$ cat src/rtl/barrel_if.sv
// Barrel engine bus: launch/abort control, spawn and player geometry,
// platform feedback from the playfield, and the barrel status outputs.
interface barrel_if #(
    parameter int POS_W = 11
);
    logic             launch;
    logic             abort;
    logic [POS_W-1:0] spawn_x;
    logic [POS_W-1:0] spawn_y;
    logic [POS_W-1:0] player_x;
    logic [POS_W-1:0] player_y;
    logic [1:0]       platform;
    logic             end_of_platform;
    logic [POS_W-1:0] landing_y;
    logic             ladder;
    logic             busy;
    logic [POS_W-1:0] xpos;
    logic [POS_W-1:0] ypos;
    logic             hit;
    logic             done;
    logic [1:0]       done_cause;

    modport master (
        output launch, abort, spawn_x, spawn_y, player_x, player_y,
               platform, end_of_platform, landing_y, ladder,
        input  busy, xpos, ypos, hit, done, done_cause
    );

    modport slave (
        input  launch, abort, spawn_x, spawn_y, player_x, player_y,
               platform, end_of_platform, landing_y, ladder,
        output busy, xpos, ypos, hit, done, done_cause
    );
endinterface

$ cat src/rtl/barrel_engine.sv
// Barrel motion engine: rolls a barrel along sloped platforms, drops it
// off platform ends or down ladders, and retires it on abort, player hit
// or after a fixed number of landings.
//
// state  | meaning
// -------+---------------------------------------------------------
// IDLE   | no barrel; position outputs hold their last values
// ROLL   | barrel rolls one pixel every STEP_DIV clocks
// FALL   | barrel falls under gravity, one update every GRAV_DIV clocks
module barrel_engine #(
    parameter int POS_W           = 11,
    parameter int STEP_DIV        = 4,
    parameter int GRAV_DIV        = 4,
    parameter int MAX_FALLS       = 3,
    parameter int BARREL_W        = 32,
    parameter int BARREL_H        = 32,
    parameter int PLAYER_W        = 48,
    parameter int PLAYER_H        = 60,
    parameter int PLATFORM_WIDTH  = 32,
    parameter int PLATFORM_OFFSET = 2,
    parameter int LADDER_DROP_EN  = 1
) (
    input logic      clk,
    input logic      rst,
    barrel_if.slave  bus
);
    typedef enum logic [1:0] {
        S_IDLE = 2'd0,
        S_ROLL = 2'd1,
        S_FALL = 2'd2
    } state_t;

    localparam int DIV_MAX = (STEP_DIV > GRAV_DIV) ? STEP_DIV : GRAV_DIV;
    localparam int DIV_W   = (DIV_MAX > 1) ? $clog2(DIV_MAX) : 1;
    localparam int FC_W    = $clog2(MAX_FALLS + 1);

    localparam logic [DIV_W-1:0] STEP_TC  = DIV_W'(STEP_DIV - 1);
    localparam logic [DIV_W-1:0] GRAV_TC  = DIV_W'(GRAV_DIV - 1);
    localparam logic [FC_W-1:0]  FALL_LIM = FC_W'(MAX_FALLS);
    localparam logic [POS_W-1:0] PLAT_W   = POS_W'(PLATFORM_WIDTH);
    localparam logic [POS_W-1:0] PLAT_OFF = POS_W'(PLATFORM_OFFSET);
    localparam logic [POS_W-1:0] VEL_MAX  = '1;
    localparam logic [POS_W:0]   BAR_W_E  = (POS_W+1)'(BARREL_W);
    localparam logic [POS_W:0]   BAR_H_E  = (POS_W+1)'(BARREL_H);
    localparam logic [POS_W:0]   PLY_W_E  = (POS_W+1)'(PLAYER_W);
    localparam logic [POS_W:0]   PLY_H_E  = (POS_W+1)'(PLAYER_H);

    localparam logic [1:0] CAUSE_FALLS = 2'b00;
    localparam logic [1:0] CAUSE_HIT   = 2'b01;
    localparam logic [1:0] CAUSE_ABORT = 2'b10;

    state_t           state_q, state_d;
    logic [POS_W-1:0] xpos_q, xpos_d;
    logic [POS_W-1:0] ypos_q, ypos_d;
    logic [POS_W-1:0] vel_q, vel_d;
    logic [FC_W-1:0]  fall_cnt_q, fall_cnt_d;
    logic [DIV_W-1:0] div_q, div_d;
    logic [7:0]       lfsr_q, lfsr_d;
    logic             ladder_used_q, ladder_used_d;
    logic             busy_q, busy_d;
    logic             hit_q, hit_d;
    logic             done_q, done_d;
    logic [1:0]       cause_q, cause_d;

    logic [POS_W-1:0] x_step;
    logic             slope_drop;
    logic [POS_W:0]   y_sum;
    logic [FC_W-1:0]  fall_inc;
    logic             overlap;

    // Candidate roll step, slope drop and gravity sum for this cycle.
    assign x_step     = (bus.platform == 2'b01) ? xpos_q - POS_W'(1) : xpos_q + POS_W'(1);
    assign slope_drop = (bus.platform != 2'b00) && ((x_step % PLAT_W) == '0);
    assign y_sum      = {1'b0, ypos_q} + {1'b0, vel_q};
    assign fall_inc   = fall_cnt_q + FC_W'(1);

    // Box overlap with one extra bit so edge-of-screen sums never wrap.
    assign overlap = ({1'b0, xpos_q} <= {1'b0, bus.player_x} + PLY_W_E) &&
                     ({1'b0, xpos_q} + BAR_W_E >= {1'b0, bus.player_x}) &&
                     ({1'b0, ypos_q} <= {1'b0, bus.player_y} + PLY_H_E) &&
                     ({1'b0, ypos_q} + BAR_H_E >= {1'b0, bus.player_y});

    // Next-state and registered-output computation.
    always_comb begin
        state_d       = state_q;
        xpos_d        = xpos_q;
        ypos_d        = ypos_q;
        vel_d         = vel_q;
        fall_cnt_d    = fall_cnt_q;
        div_d         = div_q;
        hit_d         = 1'b0;
        done_d        = 1'b0;
        cause_d       = cause_q;
        // A drop decision is consumed once per ladder pulse.
        ladder_used_d = bus.ladder & ladder_used_q;
        lfsr_d        = {lfsr_q[6:0], lfsr_q[7] ^ lfsr_q[5] ^ lfsr_q[4] ^ lfsr_q[3]};

        case (state_q)
            S_IDLE: begin
                if (bus.launch) begin
                    state_d    = S_ROLL;
                    xpos_d     = bus.spawn_x;
                    ypos_d     = bus.spawn_y;
                    vel_d      = '0;
                    fall_cnt_d = '0;
                    div_d      = '0;
                end
            end
            S_ROLL, S_FALL: begin
                if (bus.abort) begin
                    state_d = S_IDLE;
                    done_d  = 1'b1;
                    cause_d = CAUSE_ABORT;
                    div_d   = '0;
                end else if (overlap) begin
                    state_d = S_IDLE;
                    hit_d   = 1'b1;
                    done_d  = 1'b1;
                    cause_d = CAUSE_HIT;
                    div_d   = '0;
                end else if (state_q == S_ROLL) begin
                    if (bus.end_of_platform) begin
                        state_d = S_FALL;
                        vel_d   = '0;
                        div_d   = '0;
                    end else if (div_q == STEP_TC) begin
                        div_d = '0;
                        if ((LADDER_DROP_EN != 0) && bus.ladder && !ladder_used_q && lfsr_q[0]) begin
                            ladder_used_d = 1'b1;
                            state_d       = S_FALL;
                            vel_d         = '0;
                        end else begin
                            if ((LADDER_DROP_EN != 0) && bus.ladder) begin
                                ladder_used_d = 1'b1;
                            end
                            xpos_d = x_step;
                            if (slope_drop) begin
                                ypos_d = ypos_q + PLAT_OFF;
                            end
                        end
                    end else begin
                        div_d = div_q + DIV_W'(1);
                    end
                end else begin
                    if (div_q == GRAV_TC) begin
                        div_d = '0;
                        if (y_sum >= {1'b0, bus.landing_y}) begin
                            ypos_d     = bus.landing_y;
                            fall_cnt_d = fall_inc;
                            if (fall_inc == FALL_LIM) begin
                                state_d = S_IDLE;
                                done_d  = 1'b1;
                                cause_d = CAUSE_FALLS;
                            end else begin
                                state_d = S_ROLL;
                            end
                        end else begin
                            ypos_d = y_sum[POS_W-1:0];
                            if (vel_q != VEL_MAX) begin
                                vel_d = vel_q + POS_W'(1);
                            end
                        end
                    end else begin
                        div_d = div_q + DIV_W'(1);
                    end
                end
            end
            default: begin
                state_d = S_IDLE;
            end
        endcase

        busy_d = (state_d != S_IDLE);
    end

    // State and output registers with synchronous active-low reset.
    always_ff @(posedge clk) begin
        if (!rst) begin
            state_q       <= S_IDLE;
            xpos_q        <= '0;
            ypos_q        <= '0;
            vel_q         <= '0;
            fall_cnt_q    <= '0;
            div_q         <= '0;
            lfsr_q        <= 8'hA5;
            ladder_used_q <= 1'b0;
            busy_q        <= 1'b0;
            hit_q         <= 1'b0;
            done_q        <= 1'b0;
            cause_q       <= 2'b00;
        end else begin
            state_q       <= state_d;
            xpos_q        <= xpos_d;
            ypos_q        <= ypos_d;
            vel_q         <= vel_d;
            fall_cnt_q    <= fall_cnt_d;
            div_q         <= div_d;
            lfsr_q        <= lfsr_d;
            ladder_used_q <= ladder_used_d;
            busy_q        <= busy_d;
            hit_q         <= hit_d;
            done_q        <= done_d;
            cause_q       <= cause_d;
        end
    end

    assign bus.busy       = busy_q;
    assign bus.xpos       = xpos_q;
    assign bus.ypos       = ypos_q;
    assign bus.hit        = hit_q;
    assign bus.done       = done_q;
    assign bus.done_cause = cause_q;
endmodule

$ cat src/flat_wrapper.sv
// flat-port wrapper written by rule: the top's interface ports become plain ports
module barrel_engine_flat 
#(
    parameter int POS_W           = 11,
    parameter int STEP_DIV        = 4,
    parameter int GRAV_DIV        = 4,
    parameter int MAX_FALLS       = 3,
    parameter int BARREL_W        = 32,
    parameter int BARREL_H        = 32,
    parameter int PLAYER_W        = 48,
    parameter int PLAYER_H        = 60,
    parameter int PLATFORM_WIDTH  = 32,
    parameter int PLATFORM_OFFSET = 2,
    parameter int LADDER_DROP_EN  = 1
)
  (clk, rst, bus_launch, bus_abort, bus_spawn_x, bus_spawn_y, bus_player_x, bus_player_y, bus_platform, bus_end_of_platform, bus_landing_y, bus_ladder, bus_busy, bus_xpos, bus_ypos, bus_hit, bus_done, bus_done_cause);
  barrel_if #(.POS_W(POS_W)) bus_i ();
  input logic clk;
  input logic rst;
  input wire logic [$bits(bus_i.launch)-1:0] bus_launch;
  input wire logic [$bits(bus_i.abort)-1:0] bus_abort;
  input wire logic [$bits(bus_i.spawn_x)-1:0] bus_spawn_x;
  input wire logic [$bits(bus_i.spawn_y)-1:0] bus_spawn_y;
  input wire logic [$bits(bus_i.player_x)-1:0] bus_player_x;
  input wire logic [$bits(bus_i.player_y)-1:0] bus_player_y;
  input wire logic [$bits(bus_i.platform)-1:0] bus_platform;
  input wire logic [$bits(bus_i.end_of_platform)-1:0] bus_end_of_platform;
  input wire logic [$bits(bus_i.landing_y)-1:0] bus_landing_y;
  input wire logic [$bits(bus_i.ladder)-1:0] bus_ladder;
  output wire logic [$bits(bus_i.busy)-1:0] bus_busy;
  output wire logic [$bits(bus_i.xpos)-1:0] bus_xpos;
  output wire logic [$bits(bus_i.ypos)-1:0] bus_ypos;
  output wire logic [$bits(bus_i.hit)-1:0] bus_hit;
  output wire logic [$bits(bus_i.done)-1:0] bus_done;
  output wire logic [$bits(bus_i.done_cause)-1:0] bus_done_cause;
  assign bus_i.launch = bus_launch;
  assign bus_i.abort = bus_abort;
  assign bus_i.spawn_x = bus_spawn_x;
  assign bus_i.spawn_y = bus_spawn_y;
  assign bus_i.player_x = bus_player_x;
  assign bus_i.player_y = bus_player_y;
  assign bus_i.platform = bus_platform;
  assign bus_i.end_of_platform = bus_end_of_platform;
  assign bus_i.landing_y = bus_landing_y;
  assign bus_i.ladder = bus_ladder;
  assign bus_busy = bus_i.busy;
  assign bus_xpos = bus_i.xpos;
  assign bus_ypos = bus_i.ypos;
  assign bus_hit = bus_i.hit;
  assign bus_done = bus_i.done;
  assign bus_done_cause = bus_i.done_cause;
  barrel_engine #(.POS_W(POS_W), .STEP_DIV(STEP_DIV), .GRAV_DIV(GRAV_DIV), .MAX_FALLS(MAX_FALLS), .BARREL_W(BARREL_W), .BARREL_H(BARREL_H), .PLAYER_W(PLAYER_W), .PLAYER_H(PLAYER_H), .PLATFORM_WIDTH(PLATFORM_WIDTH), .PLATFORM_OFFSET(PLATFORM_OFFSET), .LADDER_DROP_EN(LADDER_DROP_EN)) u_core (.clk(clk), .rst(rst), .bus(bus_i));
endmodule
$ cat config.mk
export PLATFORM = sky130hd
export DESIGN_NAME = barrel_engine_flat
export DESIGN_NICKNAME = d
export VERILOG_FILES = /design/src/rtl/barrel_if.sv /design/src/rtl/barrel_engine.sv /design/src/flat_wrapper.sv
export SDC_FILE = /design/constraint.sdc
export NUM_CORES = 1
export LEC_CHECK = 0
export BUFFER_PORTS_ARGS = -buffer_cell sky130_fd_sc_hd__buf_4
export CAP_MARGIN = 10
export CORE_MARGIN = 4
export CORE_UTILIZATION = 40
export DETAILED_ROUTE_END_ITERATION = 8
export GPL_TIMING_DRIVEN = 0
export PLACE_DENSITY_LB_ADDON = 0.15
export SKIP_LAST_GASP = 1
export SLEW_MARGIN = 15
export SYNTH_ARGS = -nofsm -noshare
export SYNTH_HDL_FRONTEND = slang
export SYNTH_SLANG_ARGS = --single-unit
$ cat constraint.sdc
create_clock -name clk -period 4.76 [get_ports clk]
set_input_delay 0.476 -clock clk [delete_from_list [all_inputs] [get_ports clk]]
set_output_delay 0.476 -clock clk [all_outputs]
set_load 0.01 [all_outputs]
* After elaboration in Yosys (flattened, before gate mapping) *
Index checks and enable logic that the tools add are counted.

word-level totals
  logic and storage cells = 158
  register bits = 53
  output and inout bits = 27

operators by class
  $add $sub $neg = 11
  equality and inequality tests = 24
  bitwise gates (word level) = 6
  muxes and demuxes = 76
  reduce and logical (&&, ||, !) cells = 24
  order comparisons = 5

operator list
  kind                                                                      count
  11-bit 2-to-1 mux                                                         28
  11-bit one-hot mux with 2 select lines                                    3
  2-bit 2-to-1 mux                                                          26
  11-bit by 6-bit adder with 12-bit output (second input constant)          4
  12-bit by 11-bit >= comparator with 1-bit output                          3
  11-bit by 12-bit less-or-equal comparator with 1-bit output               2
  11-bit by 1-bit adder with 11-bit output (second input constant)          2
  1-bit 2-to-1 mux                                                          16
  8-bit AND reduction                                                       2
  11-bit by 11-bit adder with 12-bit output                                 1
  2-bit inequality test (second input constant)                             6
  3-bit by 2-bit inequality test with 1-bit output (second input constant)  4
  2-bit one-hot mux with 2 select lines                                     3
  11-bit by 2-bit adder with 11-bit output (second input constant)          1
  11-bit zero test                                                          1
  11-bit inequality test (second input constant)                            1
  11-bit by 1-bit subtractor with 11-bit output (second input constant)     1
  9-bit AND reduction                                                       1
  3-bit nonzero test                                                        3
  7-bit AND reduction                                                       1
  2-bit equality test (second input constant)                               3
  1-bit logical AND                                                         6
  2-bit by 1-bit inequality test with 1-bit output (second input constant)  3
  3-bit by 1-bit inequality test with 1-bit output (second input constant)  2
  14 further kinds                                                          23

* Longest topological paths before layout *
Gate-level depths: netlist of run 1.

  depth after elaboration = 12
  mapped depth = 16
  mapped depth without buffers = 15

* Least setup slack after synthesis of run 1 *
No wires, ideal clock.

  path type = reg2reg
  from = register u_core.ypos_q[0], in the netlist u_core.bus.ypos[0]
  to = register u_core.vel_q[8]
  buffers on the path = 1
  setup slack = 0.743 ns
  stages on the path, launching flop included = 17
  period minus slack after synthesis = 4.017 ns
  arrival time = 3.894 ns
  data required time = 4.637 ns
  path through = dfxtp_1 -> ha_1 -> fa_1 -> a21oi_1 -> o211ai_1 -> o41ai_1 -> xnor2_1 -> ha_1 -> a211oi_1 -> o211ai_1 -> a41oi_1 -> o221ai_1 -> nor3_1 -> buf_2 -> o2111ai_1 -> o211a_1 -> or2_2

on the way
  cells in the longest elaborated chain, start to end = 5
  elaborated cells on any way between the ends = 10
  classes of those cells = add/sub: 2; order compare: 3; eq/ne: 2; reduce/logical: 3

RTL lines
  what                                                                                                                            RTL line                                  source
  start, declared                                                                                                                 barrel_engine.sv:54                       logic [POS_W-1:0] ypos_q, ypos_d;
  start signal, assigned                                                                                                          barrel_engine.sv:194                      ypos_q <= ypos_d;
  11-bit by 6-bit adder with 12-bit output / 11-bit by 12-bit less-or-equal comparator with 1-bit output (equally long branches)  barrel_engine.sv:81, barrel_engine.sv:80
  12-bit by 11-bit >= comparator with 1-bit output / 1-bit logical AND (equally long branches)                                    barrel_engine.sv:81, barrel_engine.sv:79
  1-bit logical AND                                                                                                               barrel_engine.sv:80                       ({1'b0, ypos_q} <= {1'b0, bus.player_y} + PLY_H_E) &&
  2-bit inequality test (no source line)                                                                                          --
  9-bit AND reduction (no source line) *                                                                                          --
  end signal, assigned                                                                                                            barrel_engine.sv:195                      vel_q <= vel_d;
  end, declared                                                                                                                   barrel_engine.sv:55                       logic [POS_W-1:0] vel_q, vel_d;

Every way passes the cells marked *; elsewhere a longest branch is shown, timed or not.
A chain may end at the register's enable or synchronous reset.

* Final worst setup path of run 1 *
  from = register u_core.ypos_q[0], in the netlist u_core.bus.ypos[0]
  to = register u_core.vel_q[0]

The elaborated chain is that of the path after synthesis.

==> flow_summary.json, run 1 <==
{
  "min-delay-start": "u_core.lfsr_q[6]",
  "cp_top_family": "compound AO/OA/AOI/OAI gates",
  "synthFlopType": "dfxtp_1",
  "seq_area_frac_synth_pct": 19.42,
  "total_power_mw": 1.609,
  "layout.nets": 937,
  "vias_per_cell": 5.764,
  "die_w_um": 124.9,
  "grt_pass1_vias": 5311,
  "async_reset_ff_share_pct": 0,
  "io_pins": 90,
  "avgSynthCellArea_um2": 7.885,
  "finClkSkew_ns": 0.009379,
  "postRouteAntennaNets": 0,
  "grt_max_degree": 18,
  "min_period_over_period_pct": 93.29,
  "max_freq_ghz": 0.2252,
  "regArea_mm2": 0.001061,
  "antenna_cells": 0,
  "overflow": 0,
  "internal_power_mw": 1.040,
  "whs_ns": 0.4100,
  "power_frac_seq_pct": 33.1,
  "track_usage_pct": 20.81,
  "rows": 42,
  "syn_inst": 693,
  "p_leak_nw": 2.955,
  "place.gp.congestion": 0.9265,
  "wl_per_cell_um": 17.60,
  "ys_types": 66,
  "setup.worst_path.start": "u_core.bus.ypos[0]",
  "cp_max_fo": 10,
  "final_common_cell": "buf_4",
  "p_clk_share_pct": 30.3,
  "mostFrequentLayoutCells": "buf_4 (89), ha_1 (83), inv_1 (54)",
  "peakVddDrop_v": 0.0001517,
  "cpPeakStageDelay_ns": 0.54,
  "pre_cts_ws_ns": 0.1194,
  "cp_num_buf_inv": 1,
  "clk_path_buf_depth": 2,
  "cts-buffers-inserted": 5,
  "wl_um": 17000,
  "worstReg2RegStart": "u_core.bus.ypos[0]",
  "drive_gt1_share_pct": 16.20,
  "final.min_clock_period_ns": 4.441,
  "grt_pass1_wl_um": 26970,
  "critPathArrivalTime_ns": 4.67,
  "htreeDepth": 2,
  "synth_nets": 841,
  "dp.cells": 957,
  "rsz0062_at_grt": "no",
  "cts_hold_buffers": 0,
  "relSlewSlack_pct": 55.96,
  "netlist_area_mm2": 0.005464,
  "fillers": 1342,
  "crit_required_ns": 4.99,
  "multiInputGateArea_mm2": 0.004136,
  "drc": 0,
  "cts-root-buf": "clkbuf_16",
  "status": "finished, final reports clean",
  "p_comb_share_pct": 36.6,
  "first_pass_iters": 5,
  "synth_edf_count": 0,
  "switching_share_pct": 35.39,
  "setup_viol": 0,
  "p_sw_uw": 569.4,
  "cts.sink_count": 53,
  "tightest_slew_ns": 0.6606,
  "fin_ws_ns": 0.3192,
  "powerDensity_mw_per_mm2": 244.7,
  "layout.cells.non_filler": 966,
  "die_area_mm2": 0.01559,
  "dp_hpwl_um": 13500,
  "die_h_um": 124.9,
  "ys_warn_count": 0,
  "hold_violations": 0,
  "finalSetupTns_ns": 0,
  "cp_cell_sequence": "ha_1 -> fa_1 -> a21oi_1 -> o211ai_1 -> o41ai_2 -> xnor2_1 -> ha_1 -> a211oi_1 -> o211ai_1 -> a41oi_2 -> o221a_2 -> nand2_1 -> buf_2 -> or4_1 -> a31oi_1",
  "drv_cap": 0,
  "numPortBuffers": 88,
  "slowest_stage": "or4_1",
  "cts_tree": "done",
  "syn2layout_area_growth_pct": 20.33,
  "yosys_register_bits": 53,
  "vias": 5568,
  "report.final.slew_viol_count": 0,
  "antenna_found_initial": 0,
  "cp-end-kind": "flop",
  "hold_path_class": "flop to flop",
  "cp-start-kind": "flop",
  "clk-insertion-delay-late_ns": 0.30,
  "drt_iter0_drc": 405,
  "clkSlewWorstSetupHoldPaths_ns": 0.08,
  "design.core.area_mm2": 0.01330,
  "start_util_pct": 41.10,
  "crit_type": "flop to flop"
}
-- Yosys cell counts, types with 6 or more instances --
library cell,number,area [um^2]
a211oi_1,18,135.1
xnor2_1,34,297.8
clkbuf_1,18,67.56
or4_1,8,60.06
nor2b_1,7,43.79
o21ai_0,47,235.2
o211ai_1,15,112.6
or2_2,6,37.54
xor2_1,10,87.58
dfxtp_1,53,1061
a31oi_1,11,68.82
inv_1,54,202.7
nand4_1,8,50.05
nor2_1,46,172.7
a21oi_1,49,245.2
mux2i_1,9,90.09
mux2_2,7,78.83
nand2b_1,10,62.56
nand2_1,45,168.9
nor3_1,14,70.07
ha_1,83,1039
nand3_1,32,160.2
and2_1,6,37.54
a21o_1,11,82.58
and3_1,9,56.30
-- power by group through the flow --
stage          Combinational, mW  Sequential [mW]  Clock [mW]
4_1_cts                    0.581            0.531       0.494
2_1_floorplan              0.376            0.528           0
5_1_grt                    0.652            0.537       0.511
3_3_place_gp               0.560            0.541           0
3_5_place_dp               0.577            0.542           0
6_report                   0.589            0.532       0.488
-- state kept, by name, summed over array words and instances, names as in the netlist, 2 cells and up --
| register | count |
|---|---|
| u_core.bus.xpos | 11 |
| u_core.bus.ypos | 11 |
| u_core.vel_q | 11 |
| u_core.lfsr_q | 8 |
| u_core.bus.done_cause | 2 |
| u_core.div_q | 2 |
| u_core.fall_cnt_q | 2 |
| u_core.state_q | 2 |
-- worst paths after layout --
path                                         end  slack (ns)  cells past startpoint
worst min-delay path            u_core.lfsr_q[7]        0.41                      1
worst min register to register  u_core.lfsr_q[7]        0.41                      1
worst max-delay path             u_core.vel_q[0]        0.32                     15
worst max register to register   u_core.vel_q[0]        0.32                     15
-- kinds of logic after synthesis --
| kind of cell | synth area share [%] |
|---|---|
| xor+xnor | 7.053 |
| flops | 19.42 |
| fa+ha+maj | 19.74 |
| buf+inv | 5.358 |
| compound gates | 25.58 |
| simple gates | 19.76 |
| mux | 3.092 |
-- final cells by class --
cell class / instances / area share (%)
Inverter: 55 / 3.140
Sequential cell: 53 / 16.14
Timing Repair Buffer: 89 / 10.16
Multi-Input combinational cell: 563 / 62.91
Clock inverter: 3 / 1.047
Tap cell: 176 / 3.349
Clock buffer: 5 / 1.903
Buffer: 22 / 1.351
-- per-layer routing --
metal / up-vias / global-route usage [%] / part of all wire (%)
met5: - / 0 / 0
met1: 2607 / 27.89 / 45
li1: 2783 / - / -
met2: 157 / 34.89 / 48
met3: 21 / 2.573 / 5.6
met4: 0 / 6.505 / 1.6
-- through the flow --
stage | utilization [%] | instance area (um^2)
floorplan | - | 5464
global placement | 47.72 | 6345
detailed placement | 47.72 | 6345
CTS | 49.18 | 6539
global route | 49.45 | 6575
finish | 49.45 | 6575
-- timing repair --
| action | in CTS | in global routing |
|---|---|---|
| hold endpoints to repair | 0 | 0 |
| buffers inserted | 0 | 1 |
| resized for setup | 0 | 5 |
| setup endpoints to repair | 0 | 14 |
-- worst register-to-register path: stages, from the launching register on --
cell	delay (ns)
dfxtp_1	0.37
ha_1	0.27
fa_1	0.41
a21oi_1	0.21
o211ai_1	0.18
o41ai_2	0.45
xnor2_1	0.21
ha_1	0.30
a211oi_1	0.24
o211ai_1	0.14
a41oi_2	0.24
o221a_2	0.27
nand2_1	0.17
buf_2	0.25
or4_1	0.54
a31oi_1	0.13
No activity file was read; power rests on OpenSTA's default activity.
==> inputs of run 2 (changes only) <==
--- a/config.mk
+++ b/config.mk
@@ -5,11 +5,11 @@
 export SDC_FILE = /design/constraint.sdc
 export NUM_CORES = 1
 export LEC_CHECK = 0
-export BUFFER_PORTS_ARGS = -buffer_cell sky130_fd_sc_hd__buf_4
 export CAP_MARGIN = 10
 export CORE_MARGIN = 4
 export CORE_UTILIZATION = 40
 export DETAILED_ROUTE_END_ITERATION = 8
+export DONT_BUFFER_PORTS = 1
 export GPL_TIMING_DRIVEN = 0
 export PLACE_DENSITY_LB_ADDON = 0.15
 export SKIP_LAST_GASP = 1
==> run 2 against run 1 <==
  * Wire length decreased by 2.4%
  * Sequential share of layout area rose by 1.9 points
  * Cell area decreased by 11%
  * Largest cell class unchanged
  * Sequential power increased by 3%
  * Worst setup slack barely moved
  * Worst hold slack got worse by 0.15 ns
  * Sequential cell count unchanged
  * Global-route usage fell by 0.21 points
==> flow_summary.json, run 2 (synthesis results as in run 1) <==
{
  "hold_path_class": "input port to flop",
  "antenna_cells": 0,
  "crit_type": "flop to flop",
  "vias_per_cell": 5.925,
  "use_met3_pct": 4.503,
  "finClkSkew_ns": 0.01131,
  "rsz0062_at_grt": "no",
  "overflow": 0,
  "status": "finished, final reports clean",
  "mostFrequentLayoutCells": "ha_1 (83), inv_1 (54), dfxtp_1 (53)",
  "busiest_layer": "met2",
  "dp.cells": 869,
  "layout.cells.non_filler": 878,
  "syn2layout_area_growth_pct": 7.648,
  "grt.met1_usage_pct": 25.86,
  "hold_violations": 0,
  "place.gp.congestion": 0.8619,
  "io_pins": 90,
  "final_common_cell": "ha_1",
  "drive_gt1_share_pct": 5.698,
  "cts.sink_count": 53,
  "stdcell_area_mm2": 0.005882,
  "tightest_slew_ns": 0.6622,
  "max_freq_ghz": 0.2252,
  "clk_path_buf_depth": 2,
  "grt_pass1_vias": 5198,
  "crit_required_ns": 4.95,
  "cp_max_fo": 10,
  "rows": 42,
  "die_h_um": 124.9,
  "relSlewSlack_pct": 55.86,
  "layout.nets": 849,
  "antenna_found_initial": 0,
  "whs_ns": 0.2613,
  "finalSetupTns_ns": 0,
  "setup_viol": 0,
  "cp-start-kind": "flop",
  "postRouteAntennaNets": 0,
  "cts_tree": "done",
  "cts-buffers-inserted": 5,
  "htreeDepth": 2,
  "peakVddDrop_v": 0.0001350,
  "report.final.slew_viol_count": 0,
  "vias": 5202,
  "first_pass_iters": 4,
  "drt_iter0_drc": 250,
  "cp-end-kind": "flop",
  "dp_hpwl_um": 13370,
  "numPortBuffers": 0,
  "cts-root-buf": "clkbuf_16",
  "dpl_cell_area_mm2": 0.005684,
  "drc": 0,
  "wl_per_cell_um": 18.90,
  "die_w_um": 124.9,
  "clk-insertion-delay-late_ns": 0.31,
  "final.min_clock_period_ns": 4.440,
  "track_usage_pct": 20.61,
  "drv_cap": 0,
  "grt_pass1_wl_um": 26530,
  "clkSlewWorstSetupHoldPaths_ns": 0.08,
  "die_area_mm2": 0.01559,
  "p_leak_nw": 2.510,
  "cts_hold_buffers": 0,
  "wl_um": 16600,
  "critPathArrivalTime_ns": 4.64,
  "timing.hold.worst_path_depth": 1,
  "use_met2_pct": 35.40,
  "start_util_pct": 41.10,
  "min_period_over_period_pct": 93.29,
  "powerDensity_mw_per_mm2": 244.2,
  "grt_max_degree": 17,
  "rr_worst_depth": 16,
  "design.core.area_mm2": 0.01330
}
[run 2: cell types whose count changed in the layout (fill, tap and decap cells not counted)]
cell / before / now
clkinv_4: 0 / 1
o41ai_4: 0 / 1
o41ai_2: 1 / 0
buf_2: 2 / 3
buf_4: 89 / 1
clkinv_2: 0 / 1
clkbuf_4: 1 / 0
bufinv_16: 2 / 0
clkbuf_8: 0 / 1
inv_6: 1 / 0
[run 2: worst paths after layout]
kind / slack (ns) / from / end
setup / recovery: 0.32 / u_core.bus.ypos[0] / u_core.bus.ypos[2]
hold / removal: 0.26 / bus_abort / u_core.bus.hit
setup reg to reg: 0.32 / u_core.bus.ypos[0] / u_core.bus.ypos[2]
hold reg to reg: 0.42 / u_core.lfsr_q[1] / u_core.lfsr_q[2]
[run 2: layer usage]
layer	up-vias	part of all wire, %
met5	-	0
met4	0	1.9
met3	23	5.5
met2	107	48
met1	2477	45
li1	2595	-
[run 2: report_power, final]
part / internal, mW / switching, mW / total, mW / leakage [nW]
Clock: 0.210 / 0.186 / 0.396 / 0.0768
Sequential: 0.472 / 0.0744 / 0.547 / 0.435
Combinational: 0.207 / 0.286 / 0.493 / 2.00
Total: 0.890 / 0.546 / 1.44 / 2.51
[run 2: area by class of cell]
type	count	area [um^2]
fill	1355	7413
timing repair buffer	1	7.507
buffer	22	86.33
clock inverter	2	13.76
tap	176	220.2
inverter	55	206.4
clock buffer	6	138.9
multi-input combinational	563	4148
sequential	53	1061
[run 2: worst max-delay path, cell delays in order, from the launching register on]
cell and delay (ns):
dfxtp_1 0.40, ha_1 0.29, fa_1 0.42, a21oi_1 0.20
o211ai_1 0.20, o41ai_4 0.41, xnor2_1 0.22, ha_1 0.31
a211oi_1 0.23, o211ai_1 0.13, a41oi_2 0.22, o221a_2 0.26
nand2_1 0.16, buf_2 0.24, o21ai_0 0.26, o211ai_1 0.12
a31o_2 0.27
[run 2: timing repair]
| item | in CTS | in global routing |
|---|---|---|
| setup buffers | 0 | 1 |
| resized for setup | 1 | 4 |
| hold endpoints to repair | 0 | 0 |
| pin swaps | 0 | 1 |
| setup endpoints to repair | 1 | 9 |
[run 2: per-stage QoR]
stage / setup slack (ns) / utilization [%] / power [mW]
after floorplan: 0.7428 / - / 0.9038
after global routing: 0.03265 / 44.24 / 1.526
after detailed placement: 0.04684 / 42.75 / 1.043
final: 0.3196 / 44.24 / 1.436
after global placement: 0.05867 / 42.75 / 1.028
after CTS: 0.2162 / 43.96 / 1.440
